==> src/rtl/ts_os_receiver.sv <==
// ts_os_receiver: single-lane TS1/TS2 ordered-set framer with consecutive-identical set counting.
// Define TS_OS_RX_EIOS_EN to add electrical-idle ordered set (COM IDL IDL IDL) detection.
module ts_os_receiver #(
  parameter int unsigned CONSEC_TARGET = 8,
  parameter int unsigned CNT_W         = 4
) (
  input  logic             clk,
  input  logic             rst_n,
  input  logic             rx_valid,
  input  logic [7:0]       rx_data,
  input  logic             rx_k,
  input  logic             rx_err,
  input  logic             cnt_clr,
  output logic             ts_valid,
  output logic             ts_is_ts2,
  output logic [7:0]       ts_link,
  output logic             ts_link_pad,
  output logic [7:0]       ts_lane,
  output logic             ts_lane_pad,
  output logic [7:0]       ts_nfts,
  output logic [7:0]       ts_rate,
  output logic [7:0]       ts_ctrl,
  output logic             ts_bad,
  output logic [CNT_W-1:0] consec_cnt,
  output logic             consec_hit,
  output logic             eios_det
);
`ifdef TS_OS_RX_EIOS_EN
  localparam bit EIOS_EN = 1'b1;
`else
  localparam bit EIOS_EN = 1'b0;
`endif
  localparam logic [7:0] SYM_COM = 8'hBC;
  localparam logic [7:0] SYM_PAD = 8'hF7;
  localparam logic [7:0] SYM_IDL = 8'h7C;
  localparam logic [7:0] ID_TS1  = 8'h4A;
  localparam logic [7:0] ID_TS2  = 8'h45;
  localparam int         KEY_W   = 35;
  localparam logic [CNT_W-1:0] CNT_MAX = '1;
  localparam logic [CNT_W-1:0] CNT_ONE = {{(CNT_W-1){1'b0}}, 1'b1};

  // state   | meaning
  // HUNT    | waiting for COM
  // COLLECT | TS symbol idx 1..15 being checked
  // EIOS    | COM IDL seen, counting IDL idx 2..3
  typedef enum logic [1:0] {HUNT, COLLECT, EIOS} state_t;

  state_t           state;
  logic [3:0]       idx;
  logic [7:0]       cur_link, cur_lane, cur_nfts, cur_rate, cur_ctrl;
  logic             cur_link_pad, cur_lane_pad, cur_ts2;
  logic             hist_vld, hist_vld_nxt;
  logic [KEY_W-1:0] hist_key, cur_key;
  logic [CNT_W-1:0] cnt_nxt;
  logic             is_com, is_pad, is_idl, chk_ok, eios_entry;
  logic             ev_good, ev_bad, ev_eios;

  assign is_com     = rx_k && (rx_data == SYM_COM);
  assign is_pad     = rx_k && (rx_data == SYM_PAD);
  assign is_idl     = rx_k && (rx_data == SYM_IDL);
  assign eios_entry = EIOS_EN && (idx == 4'd1) && is_idl;
  assign cur_key    = {cur_ts2, cur_link, cur_link_pad, cur_lane, cur_lane_pad, cur_rate, cur_ctrl};

  always_comb begin
    chk_ok = 1'b0;
    if (idx <= 4'd2)      chk_ok = !rx_k || is_pad;
    else if (idx <= 4'd5) chk_ok = !rx_k;
    else if (idx == 4'd6) chk_ok = !rx_k && ((rx_data == ID_TS1) || (rx_data == ID_TS2));
    else                  chk_ok = !rx_k && (rx_data == (cur_ts2 ? ID_TS2 : ID_TS1));
  end

  always_comb begin
    ev_good = 1'b0;
    ev_bad  = 1'b0;
    ev_eios = 1'b0;
    if (rx_valid) begin
      case (state)
        COLLECT: begin
          if (rx_err || is_com) ev_bad = 1'b1;
          else if (!eios_entry) begin
            if (!chk_ok)            ev_bad  = 1'b1;
            else if (idx == 4'd15)  ev_good = 1'b1;
          end
        end
        EIOS: begin
          if (rx_err || is_com || !is_idl) ev_bad  = 1'b1;
          else if (idx == 4'd3)            ev_eios = 1'b1;
        end
        default: ;
      endcase
    end
  end

  // A completing set always starts a fresh run when cnt_clr coincides with it.
  always_comb begin
    cnt_nxt      = consec_cnt;
    hist_vld_nxt = hist_vld;
    if (ev_good) begin
      if (hist_vld && !cnt_clr && (cur_key == hist_key))
        cnt_nxt = (consec_cnt == CNT_MAX) ? consec_cnt : consec_cnt + CNT_ONE;
      else
        cnt_nxt = CNT_ONE;
      hist_vld_nxt = 1'b1;
    end else if (ev_bad || cnt_clr) begin
      cnt_nxt      = '0;
      hist_vld_nxt = 1'b0;
    end
  end

  always_ff @(posedge clk or negedge rst_n) begin
    if (!rst_n) begin
      state        <= HUNT;
      idx          <= 4'd0;
      cur_link     <= 8'd0;
      cur_lane     <= 8'd0;
      cur_nfts     <= 8'd0;
      cur_rate     <= 8'd0;
      cur_ctrl     <= 8'd0;
      cur_link_pad <= 1'b0;
      cur_lane_pad <= 1'b0;
      cur_ts2      <= 1'b0;
      hist_vld     <= 1'b0;
      hist_key     <= '0;
      ts_valid     <= 1'b0;
      ts_bad       <= 1'b0;
      eios_det     <= 1'b0;
      ts_is_ts2    <= 1'b0;
      ts_link      <= 8'd0;
      ts_link_pad  <= 1'b0;
      ts_lane      <= 8'd0;
      ts_lane_pad  <= 1'b0;
      ts_nfts      <= 8'd0;
      ts_rate      <= 8'd0;
      ts_ctrl      <= 8'd0;
      consec_cnt   <= '0;
      consec_hit   <= 1'b0;
    end else begin
      ts_valid   <= ev_good;
      ts_bad     <= ev_bad;
      eios_det   <= ev_eios;
      consec_cnt <= cnt_nxt;
      consec_hit <= (32'(cnt_nxt) >= CONSEC_TARGET);
      hist_vld   <= hist_vld_nxt;
      if (ev_good) begin
        hist_key    <= cur_key;
        ts_is_ts2   <= cur_ts2;
        ts_link     <= cur_link;
        ts_link_pad <= cur_link_pad;
        ts_lane     <= cur_lane;
        ts_lane_pad <= cur_lane_pad;
        ts_nfts     <= cur_nfts;
        ts_rate     <= cur_rate;
        ts_ctrl     <= cur_ctrl;
      end
      if (rx_valid) begin
        case (state)
          HUNT: if (is_com) begin
            state <= COLLECT;
            idx   <= 4'd1;
          end
          COLLECT: begin
            if (rx_err)                        state <= HUNT;
            else if (is_com)                   idx   <= 4'd1;
            else if (eios_entry) begin
              state <= EIOS;
              idx   <= 4'd2;
            end
            else if (!chk_ok || idx == 4'd15)  state <= HUNT;
            else                               idx   <= idx + 4'd1;
            if (!rx_err && !is_com && chk_ok) begin
              case (idx)
                4'd1: begin cur_link <= rx_data; cur_link_pad <= is_pad; end
                4'd2: begin cur_lane <= rx_data; cur_lane_pad <= is_pad; end
                4'd3: cur_nfts <= rx_data;
                4'd4: cur_rate <= rx_data;
                4'd5: cur_ctrl <= rx_data;
                4'd6: cur_ts2  <= (rx_data == ID_TS2);
                default: ;
              endcase
            end
          end
          EIOS: begin
            if (rx_err) state <= HUNT;
            else if (is_com) begin
              state <= COLLECT;
              idx   <= 4'd1;
            end
            else if (!is_idl || idx == 4'd3) state <= HUNT;
            else                             idx   <= idx + 4'd1;
          end
          default: state <= HUNT;
        endcase
      end
    end
  end

endmodule

==> config.mk <==
export PLATFORM = sky130hd
export DESIGN_NAME = ts_os_receiver
export DESIGN_NICKNAME = d
export VERILOG_FILES = /design/src/rtl/ts_os_receiver.sv
export SDC_FILE = /design/constraint.sdc
export NUM_CORES = 1
export LEC_CHECK = 0
export BUFFER_PORTS_ARGS = -buffer_cell sky130_fd_sc_hd__buf_2
export CAP_MARGIN = 25
export CELL_PAD_IN_SITES_DETAIL_PLACEMENT = 1
export CELL_PAD_IN_SITES_GLOBAL_PLACEMENT = 1
export CORE_MARGIN = 2
export CORE_UTILIZATION = 23
export DETAILED_ROUTE_END_ITERATION = 10
export PLACE_DENSITY_LB_ADDON = 0.1
export SETUP_SLACK_MARGIN = 0.02
export SYNTH_ARGS = -nofsm -noshare
export SYNTH_HDL_FRONTEND = slang
export SYNTH_SLANG_ARGS = --single-unit
==> constraint.sdc <==
create_clock -name clk -period 2.8 [get_ports clk]
set_input_delay 0 -clock clk [delete_from_list [all_inputs] [get_ports clk]]
set_output_delay 0 -clock clk [all_outputs]
set_load 0.005 [all_outputs]
==> results of run 1 <==
[cells in the final DEF (no fill, tap or decap), drive strengths merged, types with 2 or more instances in the layout]
cell type / count
inv: 8
clkinvlp: 2
a211oi: 2
dfrtp: 99
clkbuf: 10
dlygate4sd3: 2
o22a: 3
xnor2: 34
nand2b: 2
ha: 5
nand4bb: 2
o31ai: 2
o21ai: 8
and3: 9
nor4: 2
nand3: 9
a211o: 4
mux2: 45
nor2: 9
nor3: 5
nand2: 138
nand4: 9
and2: 2
buf: 79
a21o: 2
[where the power goes]
part           switching, mW  internal [mW]  leakage (nW)
sequential           0.00325           1.43          1.38
combinational         0.0692         0.0259          1.35
clock                  0.584          0.718         0.141
[final timing paths]
kind,startpoint,end
worst min-delay path,cnt_clr,hist_vld
min in group asynchronous,rst_n,ts_lane[5]
worst min register to register,ts_nfts[5],ts_nfts[5]
max in group asynchronous,rst_n,state[0]
worst max register to register,idx[1],cur_nfts[5]
worst max-delay path,idx[1],cur_nfts[5]
[sequential cells by signal, summed over array words and instances, names as in the netlist, 4 cells and up]
name,cells
consec_cnt,4
cur_ctrl,8
cur_lane,8
cur_link,8
cur_nfts,8
cur_rate,8
hist_key,6
idx,4
ts_ctrl,7
ts_lane,7
ts_link,7
ts_nfts,8
ts_rate,7
[routing by layer]
metal	vias up	share of wire, %	routed length [µm]	GRT usage (%)
li1	1588	-	-	-
met4	0	1.4	190	4.75
met2	41	48	6390	22.5
met1	1710	49	6560	19.0
met3	12	2.2	292	2.09
met5	-	0	0	0
[worst min-delay path: stages]
cell and delay, ns:
buf_2 0.11, nand2b_1 0.13, o21ai_0 0.07
[stage by stage]
stage / setup WS, ns / std cells / util (%)
after global routing: 0.0473 / 775 / 28.8
after detailed placement: 0.146 / 758 / 27.1
after global placement: 0.181 / 758 / 27.1
after floorplan: 0.626 / 429 / -
final: 0.284 / 775 / 28.8
after CTS: 0.241 / 775 / 28.8
[kinds of logic (layout without fill, tap and decap cells)]
logic type	Yosys count	after routing	synth area share, %
and+or+nand+nor	195	195	18.9
other	1	1	0.0825
adders and majority gates	5	5	1.38
buffers and inverters	22	103	2.56
AOI/OAI and AO/OA	27	27	4.73
muxes	45	45	11.1
DFF	99	99	54.5
xor gates and xnor gates	35	35	6.74
[area by class of cell]
class	count	area share (%)
Multi-Input combinational cell	308	34.9
Clock inverter	5	1.12
Tap cell	265	5.92
Inverter	7	0.469
Clock buffer	10	4.27
Timing Repair Buffer	81	9.07
Sequential cell	99	44.2
==> out/results.txt, run 1 <==
Pin count of the biggest net entering global routing -> 49
Cell count after synthesis -> 429
Skew-Pair Late Insertion Delay -> 0.35 ns
Critical Path Sink Type -> flip-flop
Final hold vios -> 0
Slowest CP cell -> dfrtp_1
PD cells -> 506 nW/µm²
ANT cells -> 0
Yosys reg bits -> 99
Cell chain of the critical path -> inv_1, ha_1, nor2_1, a211oi_1, o21bai_1, a21oi_2, and3_1, buf_4, mux2_2
Gr usage total -> 13.9%
Layout area overhead -> 23.1%
Multi-input logic area -> 1950 µm²
CTS tree -> done
Routed len/inst -> 17.3 µm
Register area -> 2480 µm²
Worst IR Drop VDD -> 0.259 mV
Post-synth EDFFs -> 0
Post-CTS setup buffers -> 0
Power Total -> 2.83 mW
Leak -> 2.87 nW
Clock tree root driver cell -> clkbuf_16
Max-cap violations -> 0
Initial antenna violation count -> 0
Post-Syn Area -> 4550 µm²
Post-synth cell types -> 41
Commonest cells in the netlist -> 138 x nand2_1, 99 x dfrtp_1, 45 x mux2_2
Status -> finished, final reports clean
Ratio of cells with drive above 1 in the final layout -> 27.8%
Worst-path fanout max -> 6
Async S/R FF share, synth -> 100%
CP Class -> flip-flop to flip-flop
CP startpoint kind -> flip-flop
Buf/Inv on CP -> 2
Worst Tran Pin Value -> 0.669 ns
Syn Nets -> 448
Most frequent cell after synthesis -> nand2_1
Slew Limit Fails -> 0
Sequential share of the synthesized area -> 54.5%
RSZ-0062 raised after global routing -> no
Clock Pin Slew Worst Setup and Hold Paths -> 0.07 ns
Fmax -> 397 MHz
Total number of vias -> 3351
Hold Slack -> 0.000806 ns
Main area contributors after synthesis -> dfrtp_1 54%, nand2_1 11%, mux2_2 11%
TritonCTS Buffers -> 9
Top Family by Delay on Critical Path -> compound AO/OA/AOI/OAI gates
Port Buffers -> 63
Hold Crit Class -> input port to flip-flop
Total grt overflow -> 0
Vias per cell -> 4.32
Slew HR -> 55.4%
DRC errors left -> 0
Antenna viol nets, final -> 0
Drt total wl -> 13.4 mm
Final setup vio count -> 0
Final Cycle Share -> 89.8%
Cts-stage hold buffer count -> 2
Final instance area -> 5600 µm²
Core ar. -> 19500 µm²
Primary FF master, synth -> dfrtp_1
Synth Area per Inst -> 10.6 µm²
Worst path required time -> 3.04 ns
Fill cell count -> 2217
Row cnt -> 51
Fin Setup TNS -> 0 ns
Synthesis Warnings -> 0
First-pass GRT wire length -> 21.4 mm
Reg2Reg Setup Slack -> 0.28 ns
# IOs -> 65
Arr. time, crit path -> 2.75 ns
Placed cell area -> 5280 µm²
GP Congestion -> 0.687
Die height -> 145 µm
Num Clock Sinks -> 99
Hold path depth -> 3
Die X -> 145 µm
Vias in the first global route -> 3562
Initial DRC count -> 115
Minimum clock period -> 2.52 ns
H-Tree Depth -> 3
Area leader, netlist -> dfrtp_1
1st-pass router iterations -> 3
CP peak stage delay -> 0.43 ns
Starting Density -> 23.4%
Worst Reg2Reg Path Length in Cells -> 9
Fin Clk Skew -> 0.00865 ns
Full die area -> 20900 µm²
Dpl hpwl -> 9.24 mm
Nets -> 525
Area share of the largest cell type after synthesis -> 54.5%
CTS Buffer Depth -> 2
CP Depth -> 9
Resize count post-CTS -> 0
Note: power is estimated with default switching activity, not from simulation.
==> inputs of run 2 (changes only) <==
--- a/config.mk
+++ b/config.mk
@@ -10,9 +10,11 @@
 export CELL_PAD_IN_SITES_DETAIL_PLACEMENT = 1
 export CELL_PAD_IN_SITES_GLOBAL_PLACEMENT = 1
 export CORE_MARGIN = 2
-export CORE_UTILIZATION = 23
+export CORE_UTILIZATION = 45
 export DETAILED_ROUTE_END_ITERATION = 10
+export MAX_ROUTING_LAYER = met4
 export PLACE_DENSITY_LB_ADDON = 0.1
+export REMOVE_ABC_BUFFERS = 1
 export SETUP_SLACK_MARGIN = 0.02
 export SYNTH_ARGS = -nofsm -noshare
 export SYNTH_HDL_FRONTEND = slang
==> run 2 against run 1 <==
  * Critical path type unchanged
  * Highest routed layer unchanged
  * Power down 15%
  * Die area down 48%
  * Largest cell class unchanged
  * Sequential power about the same
==> out/results.txt, run 2 (synthesis results as in run 1) <==
Status -> finished, final reports clean (unchanged)
Setup slack after layout -> 0.306 ns (was 0.284 ns)
CP Class -> flip-flop to flip-flop (unchanged)
Starting Density -> 46.5% (was 23.4%)
Reg2Reg Setup Slack -> 0.31 ns (was 0.28 ns)
Slowest CP cell -> dfrtp_1 (unchanged)
Layout area overhead -> 15.8% (was 23.1%)
Vias per cell -> 5.21 (was 4.32)
Arr. time, crit path -> 2.75 ns (about the same)
Minimum clock period -> 2.49 ns (was 2.52 ns)
Power Total -> 2.41 mW (was 2.83 mW)
Final hold vios -> 0 (unchanged)
ANT cells -> 0 (unchanged)
Worst Reg2Reg Path Length in Cells -> 9 (unchanged)
CTS tree -> done (unchanged)
Nets -> 522 (was 525)
Reg-to-Reg End -> cur_rate[4] (was cur_nfts[5])
H-Tree Depth -> 3 (unchanged)
Num Clock Sinks -> 99 (unchanged)
Clock Pin Slew Worst Setup and Hold Paths -> 0.10 ns (was 0.07 ns)
Full die area -> 10900 µm² (was 20900 µm²)
Fin Clk Skew -> 0.00857 ns (was 0.00865 ns)
Total number of vias -> 3340 (was 3351)
CTS Buffer Depth -> 2 (unchanged)
Worst Tran Pin Value -> 0.530 ns (was 0.669 ns)
Cell chain of the critical path -> inv_1, ha_1, nor2_1, a211oi_1, o21bai_1, a21oi_2, and3_1, buf_4, mux2_2 (unchanged)
Drt total wl -> 10.9 mm (was 13.4 mm)
Clock tree root driver cell -> clkbuf_8 (was clkbuf_16)
GP Congestion -> 0.818 (was 0.687)
Slew Limit Fails -> 0 (unchanged)
Final Cycle Share -> 89.1% (was 89.8%)
Fin cells -> 641 (was 775)
Row cnt -> 36 (was 51)
TritonCTS Buffers -> 9 (unchanged)
Die height -> 105 µm (was 145 µm)
Final instance area -> 5270 µm² (was 5600 µm²)
Dpl cells -> 621 (was 758)
Port Buffers -> 63 (unchanged)
Final setup vio count -> 0 (unchanged)
WHS Endpoint -> cur_link[5] (was hist_vld)
Worst-path fanout max -> 8 (was 6)
First-pass GRT wire length -> 18.3 mm (was 21.4 mm)
Total grt overflow -> 0 (unchanged)
Worst IR Drop VDD -> 0.244 mV (was 0.259 mV)
Ratio of cells with drive above 1 in the final layout -> 27.6% (was 27.8%)
Die X -> 105 µm (was 145 µm)
Antenna viol nets, final -> 0 (unchanged)
1st-pass router iterations -> 4 (was 3)
Hold_sp -> rx_data[5] (was cnt_clr)
Initial DRC count -> 130 (was 115)
CP peak stage delay -> 0.44 ns (was 0.43 ns)
Dpl ws -> 0.154 ns (was 0.146 ns)
Vias in the first global route -> 3605 (was 3562)
Hold Slack -> 0.0102 ns (was 0.000806 ns)
Fin Setup TNS -> 0 ns (unchanged)
Fill cell count -> 1138 (was 2217)
Pin count of the biggest net entering global routing -> 60 (was 49)
Initial antenna violation count -> 0 (unchanged)
Critical Path Sink Type -> flip-flop (unchanged)
PD cells -> 458 nW/µm² (was 506 nW/µm²)
Hold path depth -> 2 (was 3)
Dpl hpwl -> 7.82 mm (was 9.24 mm)
CP startpoint kind -> flip-flop (unchanged)
Gr usage total -> 21.9% (was 13.9%)
RR Startpoint -> idx[1] (unchanged)
Most common cell after layout, fill and taps aside -> nand2_1 (unchanged)
RSZ-0062 raised after global routing -> no (unchanged)
Max-cap violations -> 0 (unchanged)
Skew-Pair Late Insertion Delay -> 0.37 ns (was 0.35 ns)
Slew HR -> 64.1% (was 55.4%)
Leak -> 2.80 nW (was 2.87 nW)
Top Family by Delay on Critical Path -> compound AO/OA/AOI/OAI gates (unchanged)
Hold Crit Class -> input port to flip-flop (unchanged)
Core Util, Final -> 53.9% (was 28.8%)
# IOs -> 65 (unchanged)
Worst path required time -> 3.06 ns (was 3.04 ns)
Placed cell area -> 5040 µm² (was 5280 µm²)
Fmax -> 401 MHz (was 397 MHz)
Most frequent cells in the layout -> 138 x nand2_1, 99 x dfrtp_1, 62 x buf_2 (unchanged)
Core ar. -> 9770 µm² (was 19500 µm²)
DRC errors left -> 0 (unchanged)
Routed len/inst -> 17.1 µm (was 17.3 µm)
Buf/Inv on CP -> 2 (unchanged)
-- run 2: changes by cell type in the layout (fill, tap and decap cells not counted), moves of 2 or more --
cell / delta
clkbuf_8: +10
dlygate4sd3_1: +2
and3_1: -2
and3_2: +2
buf_4: -2
clkbuf_16: -9
buf_12: -3
-- run 2: per-layer routing --
| metal | global-route usage (%) | vias up | share of wire (%) |
|---|---|---|---|
| met5 | - | - | 0 |
| met4 | 7.82 | 0 | 1.7 |
| met3 | 3.06 | 12 | 2.6 |
| met2 | 35.9 | 53 | 49 |
| met1 | 27.9 | 1694 | 47 |
| li1 | - | 1581 | - |
-- run 2: worst max-delay path by stage --
stage | start | to | slack [ns] | cells past startpoint
2_1_floorplan | idx[1] | consec_cnt[0] | 0.01 | 8
3_3_place_gp | rx_data[4] | cur_link[2] | 0.24 | 7
3_5_place_dp | rx_data[5] | cur_link[4] | 0.15 | 7
4_1_cts | idx[1] | cur_link[6] | 0.17 | 8
5_1_grt | idx[1] | cur_rate[7] | 0.07 | 9
6_report | idx[1] | cur_rate[4] | 0.31 | 9
-- run 2: final cells by class --
cell class	instances	area, µm²	share of cell area, %
clock buffer	11	151	2.87
clock inverter	5	37.5	0.712
inverter	7	26.3	0.499
multi-input combinational	308	1960	37.1
sequential	99	2480	47.0
tap	133	166	3.16
timing repair buffer	78	453	8.60
-- run 2: report_power, final --
group          switching, mW  internal [mW]  total [mW]
combinational         0.0640         0.0266      0.0906
clock                  0.513          0.374       0.887
sequential           0.00312           1.43        1.43
total                  0.580           1.83        2.41
-- run 2: what timing repair did --
action / 4_1_cts / 5_1_grt
gates resized for setup: 0 / 2
hold endpoints to repair: 48 / 0
setup buffers: 0 / 0
setup endpoints to repair: 0 / 18
hold buffers: 4 / 0
==> inputs of run 3 (changes only) <==
--- a/config.mk
+++ b/config.mk
@@ -10,10 +10,12 @@
 export CELL_PAD_IN_SITES_DETAIL_PLACEMENT = 1
 export CELL_PAD_IN_SITES_GLOBAL_PLACEMENT = 1
 export CORE_MARGIN = 2
-export CORE_UTILIZATION = 45
+export CORE_UTILIZATION = 46
+export CTS_BUF_LIST = sky130_fd_sc_hd__clkbuf_8
 export DETAILED_ROUTE_END_ITERATION = 10
 export MAX_ROUTING_LAYER = met4
 export PLACE_DENSITY_LB_ADDON = 0.1
+export RECOVER_POWER = 100
 export REMOVE_ABC_BUFFERS = 1
 export SETUP_SLACK_MARGIN = 0.02
 export SYNTH_ARGS = -nofsm -noshare
==> run 3 against run 2 <==
  * Sequential power hardly changed
  * Non-clock buffer count is 6 higher
  * Final cell count is 0.94% higher
  * Sequential share of layout area is 0.056 points higher
  * Critical path depth stayed put
  * Fmax is 1.6% lower
  * Final area is 0.12% lower
==> out/results.txt, run 3 (synthesis results as in run 1) <==
Final Cycle Share -> 90.5% (was 89.1%)
Slew Limit Fails -> 0 (unchanged)
Final instance area -> 5260 µm² (was 5270 µm²)
Routed len/inst -> 17.2 µm (was 17.1 µm)
Total number of vias -> 3351 (was 3340)
1st-pass router iterations -> 4 (unchanged)
Worst Tran Pin Value -> 1.18 ns (was 0.530 ns)
Antenna viol nets, final -> 0 (unchanged)
Vias per cell -> 5.18 (was 5.21)
Initial DRC count -> 78 (was 130)
Pin count of the biggest net entering global routing -> 67 (was 60)
Row cnt -> 36 (unchanged)
Leak -> 2.68 nW (was 2.80 nW)
Critical Path Sink Type -> flip-flop (unchanged)
Start point of the critical path -> idx[1] (unchanged)
Ratio of cells with drive above 1 in the final layout -> 20.2% (was 27.6%)
CP startpoint kind -> flip-flop (unchanged)
TritonCTS Buffers -> 9 (unchanged)
Most common cell after layout, fill and taps aside -> nand2_1 (unchanged)
PD cells -> 471 nW/µm² (was 458 nW/µm²)
Gr usage total -> 22.6% (was 21.9%)
Fin Clk Skew -> 0.00564 ns (was 0.00857 ns)
Final hold vios -> 0 (unchanged)
CP Class -> flip-flop to flip-flop (unchanged)
Most frequent cells in the layout -> 138 x nand2_1, 99 x dfrtp_1, 45 x mux2_2 (was 138 x nand2_1, 99 x dfrtp_1, 62 x buf_2)
Post-CTS setup buffers -> 0 (unchanged)
Num Clock Sinks -> 99 (unchanged)
Clock Pin Slew Worst Setup and Hold Paths -> 0.09 ns (was 0.10 ns)
Die X -> 103 µm (was 105 µm)
Drt total wl -> 11.2 mm (was 10.9 mm)
H-Tree Depth -> 3 (unchanged)
Total grt overflow -> 0 (unchanged)
Fin cells -> 647 (was 641)
Port Buffers -> 63 (unchanged)
Dpl cells -> 626 (was 621)
Max-cap violations -> 0 (unchanged)
RR Startpoint -> idx[1] (unchanged)
Hold Crit Class -> input port to flip-flop (unchanged)
Die height -> 103 µm (was 105 µm)
# IOs -> 65 (unchanged)
Clock tree root driver cell -> clkbuf_8 (unchanged)
Fin Setup TNS -> 0 ns (unchanged)
Layout area overhead -> 15.7% (was 15.8%)
Slew HR -> 21.5% (was 64.1%)
Nets -> 528 (was 522)
Worst IR Drop VDD -> 0.288 mV (was 0.244 mV)
Worst-path fanout max -> 9 (was 8)
CTS Buffer Depth -> 2 (unchanged)
CTS tree -> done (unchanged)
Final setup vio count -> 0 (unchanged)
Hold_sp -> rx_data[0] (was rx_data[5])
ANT cells -> 0 (unchanged)
Placed cell area -> 5080 µm² (was 5040 µm²)
Full die area -> 10700 µm² (was 10900 µm²)
RSZ-0062 raised after global routing -> no (unchanged)
Worst path required time -> 3.05 ns (was 3.06 ns)
Starting Density -> 47.0% (was 46.5%)
Dpl hpwl -> 7.91 mm (was 7.82 mm)
Hold Slack -> 0.0301 ns (was 0.0102 ns)
GP Congestion -> 0.803 (was 0.818)
Fmax -> 394 MHz (was 401 MHz)
Minimum clock period -> 2.54 ns (was 2.49 ns)
Skew-Pair Late Insertion Delay -> 0.36 ns (was 0.37 ns)
Status -> finished, final reports clean (unchanged)
Arr. time, crit path -> 2.79 ns (was 2.75 ns)
First-pass GRT wire length -> 17.6 mm (was 18.3 mm)
Vias in the first global route -> 3436 (was 3605)
DRC errors left -> 0 (unchanged)
Initial antenna violation count -> 0 (unchanged)
Core ar. -> 9680 µm² (was 9770 µm²)
run 3: changes by cell type in the layout (fill, tap and decap cells not counted), moves of 2 or more:
cell,before,now
clkinvlp_4,2,0
buf_2,62,27
and2_0,0,2
and2_1,2,0
clkbuf_1,0,38
clkbuf_2,0,3
run 3: final timing paths:
path	endpoint	slack, ns	depth (start not counted)
worst max register to register	cur_link[5]	0.26	9
worst min register to register	ts_nfts[3]	0.47	2
max in group asynchronous	idx[1]	1.44	3
min in group asynchronous	ts_rate[5]	0.39	2
worst max-delay path	cur_link[5]	0.26	9
worst min-delay path	cur_nfts[0]	0.03	2
run 3: power by group:
part | internal [mW] | switching (mW)
clock | 0.458 | 0.491
sequential | 1.43 | 0.00297
combinational | 0.0295 | 0.0644
run 3: area by class of cell:
class | count | area [µm²]
repair buffers | 84 | 445
clock buffers | 11 | 151
fillers | 1127 | 4420
inverters | 7 | 26.3
multi-input cells | 308 | 1940
flip-flops and latches | 99 | 2480
clock inverters | 5 | 52.6
well taps | 133 | 166
run 3: routing by layer:
layer  vias up  GRT usage (%)  share of wire [%]
li1       1591              -                  -
met1      1706           29.0                 45
met2        42           37.7                 51
met3        12           2.62                2.0
met4         0           7.09                1.1
met5         -              -                  0
run 3: critical path: stages, from the launching register on:
cell      delay [ns]
dfrtp_1         0.43
inv_1           0.13
ha_1            0.18
nor2_1          0.06
a211oi_1        0.29
o21bai_1        0.21
a21oi_2         0.27
and3_1          0.18
clkbuf_2        0.29
mux2_2          0.38
run 3: timing repair:
item	4_1_cts	5_1_grt
resized for setup	0	1
hold buffers	5	0
endpoints found under the setup margin	0	8
hold endpoints to repair	112	0
run 3: through the flow:
stage               util [%]  power [mW]  worst slack (ns)
detailed placement      52.5        1.55             0.186
floorplan                  -        1.48            0.0115
global route            54.3        2.57            0.0728
global placement        52.2        1.55             0.261
finish                  54.3        2.48             0.265
CTS                     55.1        2.51             0.192
